<file path="config.mk">
export PLATFORM = sky130hd
export DESIGN_NAME = vend_dispense_ctrl
export DESIGN_NICKNAME = d
export VERILOG_FILES = /design/src/rtl/vend_dispense_ctrl.sv
export SDC_FILE = /design/constraint.sdc
export NUM_CORES = 1
export LEC_CHECK = 0
export BUFFER_PORTS_ARGS = -buffer_cell sky130_fd_sc_hd__buf_4
export CAP_MARGIN = 20
export CORE_MARGIN = 5
export CORE_UTILIZATION = 53
export CTS_BUF_LIST = sky130_fd_sc_hd__clkbuf_2 sky130_fd_sc_hd__clkbuf_4 sky130_fd_sc_hd__clkbuf_8
export CTS_CLUSTER_SIZE = 8
export DETAILED_ROUTE_END_ITERATION = 16
export PLACE_DENSITY_LB_ADDON = 0.2
export SYNTH_ARGS = -nofsm -noshare
export SYNTH_HDL_FRONTEND = slang
export SYNTH_SLANG_ARGS = --single-unit
export TNS_END_PERCENT = 100
</file>
<file path="constraint.sdc">
create_clock -name clk -period 1.94 [get_ports clk]
set_clock_uncertainty 0.15 [all_clocks]
set_input_delay 0.388 -clock clk [delete_from_list [all_inputs] [get_ports clk]]
set_output_delay 0.388 -clock clk [all_outputs]
set_load 0.01 [all_outputs]
</file>
<file path="src/rtl/vend_dispense_ctrl.sv">
`default_nettype none
// ============================================================================
// Module   : vend_dispense_ctrl
// Purpose  : Queues product/change pulses and sequences motor/hopper
//            handshakes with inventory tracking, refunds and ack timeouts.
// Revision : 1.0
// ============================================================================
module vend_dispense_ctrl #(
    parameter int STOCK_W    = 4,
    parameter int STOCK_INIT = 10,
    parameter int QDEPTH     = 4,
    parameter int ACK_TO     = 16
) (
    input  logic                       clk,
    input  logic                       rstn,
    input  logic                       pr_i,
    input  logic                       ch_i,
    output logic                       motor_req,
    input  logic                       motor_ack,
    output logic                       hopper_req,
    input  logic                       hopper_ack,
    output logic                       refund,
    input  logic                       refill_i,
    input  logic [STOCK_W-1:0]         refill_cnt,
    input  logic                       clr_i,
    output logic [STOCK_W-1:0]         stock,
    output logic                       sold_out,
    output logic [$clog2(QDEPTH):0]    pending,
    output logic                       busy,
    output logic                       fault,
    output logic                       overflow
);

    localparam int c_PTR_W = $clog2(QDEPTH);
    localparam int c_TMR_W = $clog2(ACK_TO + 1);

    localparam logic [c_PTR_W:0]   c_FULL     = QDEPTH[c_PTR_W:0];
    localparam logic [c_TMR_W-1:0] c_TO_LAST  = c_TMR_W'(ACK_TO - 1);
    localparam logic [STOCK_W-1:0] c_STK_INIT = STOCK_W'(STOCK_INIT);

    typedef enum logic [1:0] {
        S_IDLE   = 2'd0,
        S_MOTOR  = 2'd1,
        S_HOPPER = 2'd2,
        S_FAULT  = 2'd3
    } state_t;

    state_t               r_state;
    logic                 r_motor_req;
    logic                 r_hopper_req;
    logic                 r_refund;
    logic                 r_busy;
    logic                 r_fault;
    logic                 r_overflow;
    logic                 r_cur_ch;
    logic [c_TMR_W-1:0]   r_tmr;
    logic [STOCK_W-1:0]   r_stock;

    logic [1:0]           r_q [QDEPTH];
    logic [c_PTR_W-1:0]   r_wptr;
    logic [c_PTR_W-1:0]   r_rptr;
    logic [c_PTR_W:0]     r_count;

    logic                 w_push_req;
    logic                 w_full;
    logic                 w_pop;
    logic                 w_push;
    logic                 w_ovf;
    logic [1:0]           w_head;
    logic                 w_dec;

    // ------------------------------------------------------------------
    // Pending-transaction queue; a pop in IDLE frees a slot for a
    // same-cycle push even when full.
    // ------------------------------------------------------------------
    assign w_push_req = pr_i | ch_i;
    assign w_full     = (r_count == c_FULL);
    assign w_pop      = (r_state == S_IDLE) && (r_count != '0);
    assign w_push     = w_push_req && (!w_full || w_pop);
    assign w_ovf      = w_push_req && w_full && !w_pop;
    assign w_head     = r_q[r_rptr];

    always_ff @(posedge clk) begin
        if (w_push) begin
            r_q[r_wptr] <= {pr_i, ch_i};
        end
    end

    always_ff @(posedge clk) begin
        if (!rstn) begin
            r_wptr  <= '0;
            r_rptr  <= '0;
            r_count <= '0;
        end else begin
            if (w_push) begin
                r_wptr <= r_wptr + c_PTR_W'(1);
            end
            if (w_pop) begin
                r_rptr <= r_rptr + c_PTR_W'(1);
            end
            case ({w_push, w_pop})
                2'b10:   r_count <= r_count + (c_PTR_W + 1)'(1);
                2'b01:   r_count <= r_count - (c_PTR_W + 1)'(1);
                default: r_count <= r_count;
            endcase
        end
    end

    always_ff @(posedge clk) begin
        if (!rstn) begin
            r_overflow <= 1'b0;
        end else if (w_ovf) begin
            r_overflow <= 1'b1;
        end else if (clr_i) begin
            r_overflow <= 1'b0;
        end
    end

    // ------------------------------------------------------------------
    // Inventory: refill beats a dispense decrement in the same cycle.
    // ------------------------------------------------------------------
    assign w_dec = (r_state == S_MOTOR) && motor_ack && (r_stock != '0);

    always_ff @(posedge clk) begin
        if (!rstn) begin
            r_stock <= c_STK_INIT;
        end else if (refill_i) begin
            r_stock <= refill_cnt;
        end else if (w_dec) begin
            r_stock <= r_stock - STOCK_W'(1);
        end
    end

    // ------------------------------------------------------------------
    // Dispense sequencer
    // ------------------------------------------------------------------
    always_ff @(posedge clk) begin
        if (!rstn) begin
            r_state      <= S_IDLE;
            r_motor_req  <= 1'b0;
            r_hopper_req <= 1'b0;
            r_refund     <= 1'b0;
            r_busy       <= 1'b0;
            r_fault      <= 1'b0;
            r_cur_ch     <= 1'b0;
            r_tmr        <= '0;
        end else begin
            case (r_state)
                S_IDLE: begin
                    if (w_pop) begin
                        r_tmr  <= '0;
                        r_busy <= 1'b1;
                        if (w_head[1] && (r_stock != '0)) begin
                            r_state     <= S_MOTOR;
                            r_motor_req <= 1'b1;
                            r_cur_ch    <= w_head[0];
                        end else begin
                            // Out-of-stock product becomes a full refund;
                            // its change bit is irrelevant.
                            r_state      <= S_HOPPER;
                            r_hopper_req <= 1'b1;
                            r_refund     <= w_head[1];
                            r_cur_ch     <= 1'b0;
                        end
                    end
                end

                S_MOTOR: begin
                    if (motor_ack) begin
                        r_motor_req <= 1'b0;
                        r_tmr       <= '0;
                        if (r_cur_ch) begin
                            r_state      <= S_HOPPER;
                            r_hopper_req <= 1'b1;
                            r_refund     <= 1'b0;
                        end else begin
                            r_state <= S_IDLE;
                            r_busy  <= 1'b0;
                        end
                    end else if (r_tmr == c_TO_LAST) begin
                        r_state     <= S_FAULT;
                        r_motor_req <= 1'b0;
                        r_fault     <= 1'b1;
                    end else begin
                        r_tmr <= r_tmr + c_TMR_W'(1);
                    end
                end

                S_HOPPER: begin
                    if (hopper_ack) begin
                        r_state      <= S_IDLE;
                        r_hopper_req <= 1'b0;
                        r_refund     <= 1'b0;
                        r_busy       <= 1'b0;
                    end else if (r_tmr == c_TO_LAST) begin
                        r_state      <= S_FAULT;
                        r_hopper_req <= 1'b0;
                        r_refund     <= 1'b0;
                        r_fault      <= 1'b1;
                    end else begin
                        r_tmr <= r_tmr + c_TMR_W'(1);
                    end
                end

                S_FAULT: begin
                    if (clr_i) begin
                        r_state <= S_IDLE;
                        r_fault <= 1'b0;
                        r_busy  <= 1'b0;
                    end
                end

                default: begin
                    r_state      <= S_IDLE;
                    r_motor_req  <= 1'b0;
                    r_hopper_req <= 1'b0;
                    r_refund     <= 1'b0;
                    r_busy       <= 1'b0;
                end
            endcase
        end
    end

    assign motor_req  = r_motor_req;
    assign hopper_req = r_hopper_req;
    assign refund     = r_refund;
    assign busy       = r_busy;
    assign fault      = r_fault;
    assign overflow   = r_overflow;
    assign stock      = r_stock;
    assign sold_out   = (r_stock == '0);
    assign pending    = r_count;

endmodule
`default_nettype wire

</file>
---- Yosys cells after proc, flatten, opt, wreduce, memory -nomap -nowiden ----
Memory sizes are Yosys's and may differ from the RTL's. A register that Yosys moved wholly into a read port is not among the register bits.
Cells that the tools add are included.
cells by class
  add/subtract/negate cells ............... 6
  multipliers ............................. 0
  divide/modulo/power cells ............... 0
  magnitude comparators ................... 0
  equality and inequality tests ........... 19
  shift operators ......................... 0
  multiplexer cells ....................... 48
  bitwise logic cells ..................... 1
  reduce and logical (&&, ||, !) cells .... 27
operators with widths
  operator                                                                number
  1-bit 2-to-1 mux                                                        25
  5-bit 2-to-1 mux                                                        4
  2-bit 2-to-1 mux                                                        9
  2-bit inequality test (second input constant)                           9
  5-bit case mux with 3 select lines                                      1
  1-bit case mux with 3 select lines                                      3
  3-bit nonzero test                                                      3
  4-bit 2-to-1 mux                                                        2
  2-bit case mux with 4 select lines                                      1
  4-bit AND reduction                                                     2
  2-bit nonzero test                                                      4
  1-bit logical AND                                                       7
  2-bit equality test (second input constant)                             3
  3-bit case mux with 2 select lines                                      1
  6-bit AND reduction                                                     1
  5-bit by 1-bit adder with 5-bit output (second input constant)          1
  5-bit by 4-bit equality test with 1-bit output (second input constant)  1
  5-bit AND reduction                                                     1
  2-bit by 1-bit adder with 2-bit output (second input constant)          2
  2-bit by 1-bit equality test with 1-bit output (second input constant)  2
  4-bit logical NOT                                                       1
  1-bit case mux with 4 select lines                                      1
  2-bit AND reduction                                                     2
  4-bit nonzero test                                                      1
  other kinds (13)                                                        14
storage, ports and cells
  flip-flop bits (word level) ............. 25
  bits in latches ......................... 0
  RAM bits ................................ 8
  bits in read-only memories .............. 0
  bits of input ports ..................... 12
  memories ................................ 1
memories
  memory  words  width  read ports  clocked after Yosys merged registers in  wr ports  line  RTL
  r_q     4      2      1           1                                        1         59    logic [1:0] r_q [QDEPTH];

---- Longest topological paths before layout ----
Gate-level depths: netlist (run 1).
  depth in word-level cells ............... 6
  gate-level depth with buffers ........... 8

---- Worst setup path after synthesis (run 1) ----
Ideal clock, no wire load.
  kind .................................... register to register
  start point ............................. reg r_state[0]
  end point ............................... reg r_count[2], in the netlist pending[2]
  setup time .............................. 0.072 ns
  data arrival time ....................... 1.862 ns
  required time ........................... 1.718 ns
  setup slack ............................. -0.144 ns
  stages on the path, launching flop included .. 9
  path buffers ............................ 0
  period minus slack after synthesis ...... 2.084 ns
  cell sequence ........................... dfxtp_1 inv_1 ha_1 o31ai_1 nor3_2 inv_1 fa_1 mux2i_1 mux2i_1
between the ends
  longest elaborated chain between the ends .. 6
ends and longest elaborated chain
  what                                                                                   line  RTL
  from (decl)                                                                            48    state_t r_state;
  from (signal assigned)                                                                 139   r_state <= S_IDLE;
  from (signal assigned)                                                                 154   r_state <= S_MOTOR;
  from (signal assigned)                                                                 160   r_state <= S_HOPPER;
  2-bit logical NOT (*)                                                                  78    assign w_pop = (r_state == S_IDLE) && (r_count != '0);
  1-bit logical AND (*)                                                                  78
  1-bit logical OR                                                                       79    assign w_push = w_push_req && (!w_full || w_pop);
  1-bit logical AND                                                                      79
  2-bit by 1-bit equality test with 1-bit output or 2-bit equality test (tied branches)  101   case ({w_push, w_pop})
  3-bit case mux with 2 select lines or 2-bit nonzero test (tied branches)               n/a
  to (signal assigned)                                                                   102   2'b10: r_count <= r_count + (c_PTR_W + 1)'(1);
  to (signal assigned)                                                                   103   2'b01: r_count <= r_count - (c_PTR_W + 1)'(1);
  to (signal assigned)                                                                   104   default: r_count <= r_count;
  to (decl)                                                                              62    logic [c_PTR_W:0] r_count;
Mark *: on every way between the ends. The rest lies on a longest branch, timed or not.
A chain may end at the register's enable or synchronous reset.

---- Final worst setup path (run 1) ----
  start point ............................. reg r_stock[1], in the netlist stock[1]
  end point ............................... out sold_out
between the ends
  longest elaborated chain between the ends .. 1
ends and longest elaborated chain
  what                    line  RTL
  from (decl)             57    logic [STOCK_W-1:0] r_stock;
  from (signal assigned)  126   r_stock <= c_STK_INIT;
  from (signal assigned)  128   r_stock <= refill_cnt;
  from (signal assigned)  130   r_stock <= r_stock - STOCK_W'(1);
  4-bit logical NOT       231   assign sold_out = (r_stock == '0);
  to (decl)               27    output logic sold_out,
Every way passes these cells.

==> metrics, run 1 <==
total die area 4850 µm²; Leak 0.000978 µW; CTS buffer count 5; worst path buffer plus inverter count 3; final wirelength 4190 µm; synth-to-layout area growth 26.1%; Worst Tran Pin Value 0.536 ns; PwrDens 1400 nW/µm²; Final ANT Viol Nets 0; Tcrit/Tclk final 101%; Initial DRC Count 96; CTS tree built; root buffer cell clkbuf_4; Post-Synthesis Cell Area 1890 µm²; grt ovf 0; Clk Latency, worst-skew pair 0.34 ns; vias in the first global route 1489; critical path, cell by cell inv_2, ha_4, or3b_4, inv_2, buf_6; Die Span X 69.7 µm; RSZ-0062 raised after global routing true; clock-pin slew on the worst setup and hold paths 0.12 ns; Worst path top cell family by delay simple AND/OR/NAND/NOR gates; Overall Global Routing Usage 18.0%; WHS 0.103 ns; crit start category flop; largest net degree at the start of global routing 19; dpl cells 261; Worst Setup End Kind output port; fin cells 277; Die H 69.7 µm; vias 1560; cell count after synthesis 188; wire length on met1 1760 µm; CP max FO 2; Buffers on Ports 25; drc violations 0; Switch Pwr 1270 µW; DR pass1 iterations 4; sequential power share 31.2%; combinational share of power 52.8%; core region area 3390 µm²; routed length on met3 298 µm; Final Max Slew Viols 0; Fin Setup TNS -0.0254 ns; initial antenna violation count 0; met2 wire len 2030 µm; worst setup margin -0.0254 ns; first-pass GRT wire length 7000 µm; Critical Path RT 1.40 ns; share of cells above drive strength 1 35.5%; Seq/Total Area, Yosys 41.4%; count of flip-flops with a built-in enable after synthesis 8; fin nets 253; Synth Flop Type dfxtp_1; Fmax 509 MHz; Distinct cells, synth 54; setup violators final 1; CP max stage delay 0.38 ns; routability congestion estimate 0.843; Initial Util 55.7%; Worst Hold Class in2reg; VDD IR max 0.000733 V; FP Rows 21; Max Cap Viol 0; P_int 2060 µW; min Tclk post-route 1.97 ns; Syn Area/Cell 10.0 µm²; Sw Ratio 38.0%; Slew headroom 64.2%; drt via density 5.63; failing checks setup timing; most used cell, CP inv_2; Hold Violations, Final 0; arrival time worst endpoint 1.43 ns; clock power share 16.0%; Critical Path Slowest Stage Cell or3b_4; CTS max path bufs 2; #FFs+latches synth 35; critical path type reg2out; top sig layer met4; outcome finished, violations left; Ant. Diodes 0; Synth async-reset ratio 0%; Synth warnings 0; WL per Instance 15.1 µm; H-tree depth 2; Ports 26; Setup Slack @ Placement 0.0175 ns; Synthesized Nets 211; # clock sinks 35; DP Wirelength 2930 µm
## layout by cell type (no fill, tap or decap), types with 4 or more instances in the layout
| master | n |
|---|---|
| ha_1 | 7 |
| a21oi_1 | 8 |
| nor2_1 | 9 |
| o21a_1 | 6 |
| nand2_1 | 11 |
| inv_2 | 5 |
| and2_1 | 4 |
| dfxtp_1 | 21 |
| nand2b_1 | 4 |
| o21ai_0 | 6 |
| edfxtp_1 | 8 |
| dfxtp_2 | 6 |
| mux2i_1 | 4 |
| nor3_1 | 8 |
| buf_4 | 42 |
| nand4_1 | 4 |
| clkbuf_4 | 5 |
| inv_1 | 9 |
## state kept, by name, summed over array words and instances, names as in the netlist, 2 cells and up, named ones only
register  count
r_q           8
r_rptr        2
r_wptr        2
r_state       2
stock         4
r_tmr         5
pending       3
## routing by layer
| layer | global-route usage [%] | vias to the layer above |
|---|---|---|
| li1 | - | 768 |
| met1 | 22.2 | 724 |
| met2 | 28.7 | 58 |
| met3 | 5.51 | 10 |
| met4 | 8.30 | 0 |
| met5 | 0 | - |
## kinds of logic (layout without fill, tap and decap cells)
logic type	after synthesis	in the layout	synth area share, %
xor+xnor	6	6	2.79
compound gates	46	46	17.8
simple gates	61	61	19.9
fa+ha+maj	11	11	7.69
buf+inv	22	65	5.11
flops	35	35	41.4
mux	7	7	5.31
## power groups by stage
stage	Combinational [µW]	Clock [µW]	Sequential, µW
6_report	1760	532	1040
5_1_grt	1930	586	1060
4_1_cts	1680	546	1040
3_5_place_dp	1610	0	1050
3_3_place_gp	1560	0	1040
2_1_floorplan	1130	0	1080
## worst paths after layout
kind | slack [ns] | from | cells after the start | to
max | -0.03 | stock[1] | 5 | sold_out
min | 0.10 | refill_i | 2 | stock[1]
max reg2reg | 0.06 | stock[1] | 7 | stock[1]
min reg2reg | 0.32 | hopper_req | 2 | hopper_req
## stage by stage
stage                     area (µm²)  power [µW]  util [%]
after floorplan                 1920        2200         -
after global routing            2380        3580      70.2
after global placement          2200        2600      64.9
after CTS                       2340        3270      69.1
after detailed placement        2200        2660      64.9
final                           2380        3330      70.2
## Yosys cell counts, types with 4 or more instances
library cell / n / area (µm²)
and2_1: 4 / 25.0
nand2b_1: 4 / 25.0
nor3_1: 8 / 40.0
a21oi_1: 8 / 40.0
inv_1: 14 / 52.6
ha_1: 10 / 125
o21ai_0: 9 / 45.0
dfxtp_1: 27 / 541
nor2_1: 9 / 33.8
o21a_1: 6 / 45.0
nand4_1: 4 / 25.0
nand2_1: 11 / 41.3
edfxtp_1: 8 / 240
mux2i_1: 4 / 40.0
## cell type report
class,instances,area (µm²)
clock inverter,3,42.5
fill,264,1010
inverter,14,52.6
clock buffer,5,37.5
tap,46,57.6
sequential,35,788
multi-input combinational,131,1070
timing repair buffer,43,327
## repair_timing
action,in CTS,in global routing
buffers inserted,5,3
endpoints found under the hold margin,0,0
pin swaps,2,4
gates resized for setup,10,7
hold buffers,0,0
setup endpoints to repair,2,15
(Power assumes the default switching activity.)
==> run 2, diff against run 1 <==
Settings changed: CTS_CLUSTER_DIAMETER set to 50, GPL_TIMING_DRIVEN set to 0, RECOVER_POWER set to 25.
==> metrics, run 2 (same netlist as run 1, synthesis figures left out) <==
failing checks setup timing; Setup Slack @ Placement -0.140 ns (-0.157 ns); Critical Path RT 1.40 ns (about the same); root buffer cell clkbuf_4; first-pass GRT wire length 6810 µm (-2.7%); CP max stage delay 0.38 ns (about the same); Die H 69.7 µm (unchanged); Slew headroom 61.5% (-2.7 points); setup violators final 1 (unchanged); area occupied by multi-input gates 1090 µm² (+1.6%); critical path type reg2out; worst reg-to-reg setup slack 0.06 ns (about the same); Worst Tran Pin Value 0.574 ns (+0.0384 ns); routability congestion estimate 0.864 (+2.5%); Worst Hold Class in2reg; Overall Global Routing Usage 17.5% (-0.53 points); Max Cap Viol 0 (unchanged); worst-case reg-to-reg path depth 7 (unchanged); post-route design area 2340 µm² (-1.6%); Critical Path Slowest Stage Cell or3b_4; Worst R2R Start stock[0]; arrival time worst endpoint 1.41 ns (-0.02 ns); drt via density 5.76 (+2.2%); min Tclk post-route 1.95 ns (-0.0180 ns); CTS max path bufs 2 (unchanged); vias 1560 (unchanged); Tcrit/Tclk final 100% (-0.93 points); reg-to-reg critical path endpoint stock[1]; # clock sinks 35 (unchanged); fin nets 247 (-2.4%); share of cells above drive strength 1 32.0% (-3.5 points); crit start category flop; final wirelength 4180 µm (-0.12%); CTS tree built; H-tree depth 2 (unchanged); Die Span X 69.7 µm (unchanged); clock-pin slew on the worst setup and hold paths 0.10 ns (-0.02 ns); drc violations 0 (unchanged); Initial DRC Count 64 (-33%); Cell Area, Placed 2150 µm² (-2.1%); Buffers on Ports 23 (-8.0%); most common cell after layout, fill and taps aside buf_4; Worst Setup End Kind output port; core region area 3390 µm² (unchanged); synth-to-layout area growth 24.1%; WL per Instance 15.4 µm (+2.1%); largest net degree at the start of global routing 12 (-7); total die area 4850 µm² (unchanged); most used cell, CP inv_2; hold_sp refill_i; most frequent cells in the layout buf_4 (25), dfxtp_1 (21), nand2_1 (11); FP Rows 21 (unchanged); Fmax 514 MHz (+0.92%); vias in the first global route 1549 (+4.0%); worst hold path depth 2 (unchanged); worst setup margin -0.00741 ns (+0.0180 ns); CP max FO 2 (unchanged); Ports 26 (unchanged); Hold Violations, Final 0 (unchanged); fin util 69.1% (-1.1 points); PwrDens 1440 nW/µm² (+2.9%); Ant. Diodes 0 (unchanged); Initial Util 55.7% (unchanged); max FFs per register 8 (unchanged); Final ANT Viol Nets 0 (unchanged); VDD IR max 0.000675 V (-7.9%); Leak 0.000921 µW (-5.8%); dpl cells 257 (-1.5%); Hold-fix buffers, CTS 0 (unchanged); initial antenna violation count 0 (unchanged); most flop-heavy register r_q; Final Max Slew Viols 0 (unchanged); RSZ-0062 raised after global routing true; FF/Latch Area 788 µm² (unchanged); grt ovf 0 (unchanged); DR pass1 iterations 4 (unchanged); hold endpoint stock[1]; # fillers 256 (-3.0%); fin cells 271 (-2.2%); DP Wirelength 2940 µm (+0.30%); CTS buffer count 5 (unchanged); WHS 0.120 ns (+0.0168 ns); outcome finished, violations left; critical path, cell by cell inv_2, ha_4, or3b_4, inv_2, buf_6; Clk Latency, worst-skew pair 0.34 ns (about the same)
[run 2: layout make-up]
cell class / count / share of cell area (%)
buffer: 6 / 1.39
clock buffer: 6 / 1.92
clock inverter: 2 / 2.57
inverter: 14 / 2.35
multi-input combinational: 131 / 46.7
sequential: 35 / 33.7
tap: 46 / 2.46
timing repair buffer: 31 / 8.98
[run 2: worst max-delay path: cells and delay by family, from the launching register on]
kind	cells	cell delay (ns)
buf+inv	3	0.22
simple gates	1	0.38
fa+ha+maj	1	0.13
flops	1	0.34
[run 2: how the worst max path moves through the flow]
stage	from	endpoint	slack (ns)	cells past startpoint
after global placement	r_state[1]	pending[1]	-0.1	8
after floorplan	r_state[1]	pending[1]	-0.005	8
after detailed placement	r_state[0]	pending[1]	-0.14	8
after global routing	stock[0]	sold_out	-0.06	5
after CTS	stock[1]	sold_out	-0.09	6
final	stock[0]	sold_out	-0.007	5
[run 2: repair_timing]
| action | in CTS | in global routing |
|---|---|---|
| cloned | 0 | 0 |
| setup endpoints to repair | 11 | 13 |
| setup buffers | 5 | 3 |
| gates resized for setup | 11 | 12 |
| pin swaps | 2 | 2 |
[run 2: report_power, final]
part / switching [µW] / internal, µW / total (µW)
clock: 242 / 416 / 658
combinational: 842 / 791 / 1630
sequential: 167 / 912 / 1080
total: 1250 / 2120 / 3370
[run 2: through the flow]
| step | setup TNS, ns | total power, µW |
|---|---|---|
| after global routing | -0.0631 | 3590 |
| final | -0.00741 | 3370 |
| after CTS | -0.0989 | 3260 |
| after floorplan | -0.00454 | 2200 |
| after global placement | -0.155 | 2510 |
| after detailed placement | -0.283 | 2570 |
[run 2: per-layer routing]
| metal | track usage (%) | wire [µm] | up-vias |
|---|---|---|---|
| li1 | - | - | 753 |
| met1 | 20.1 | 1870 | 750 |
| met2 | 28.7 | 1990 | 49 |
| met3 | 6.67 | 264 | 8 |
| met4 | 8.09 | 58 | 0 |
| met5 | 0 | 0 | - |
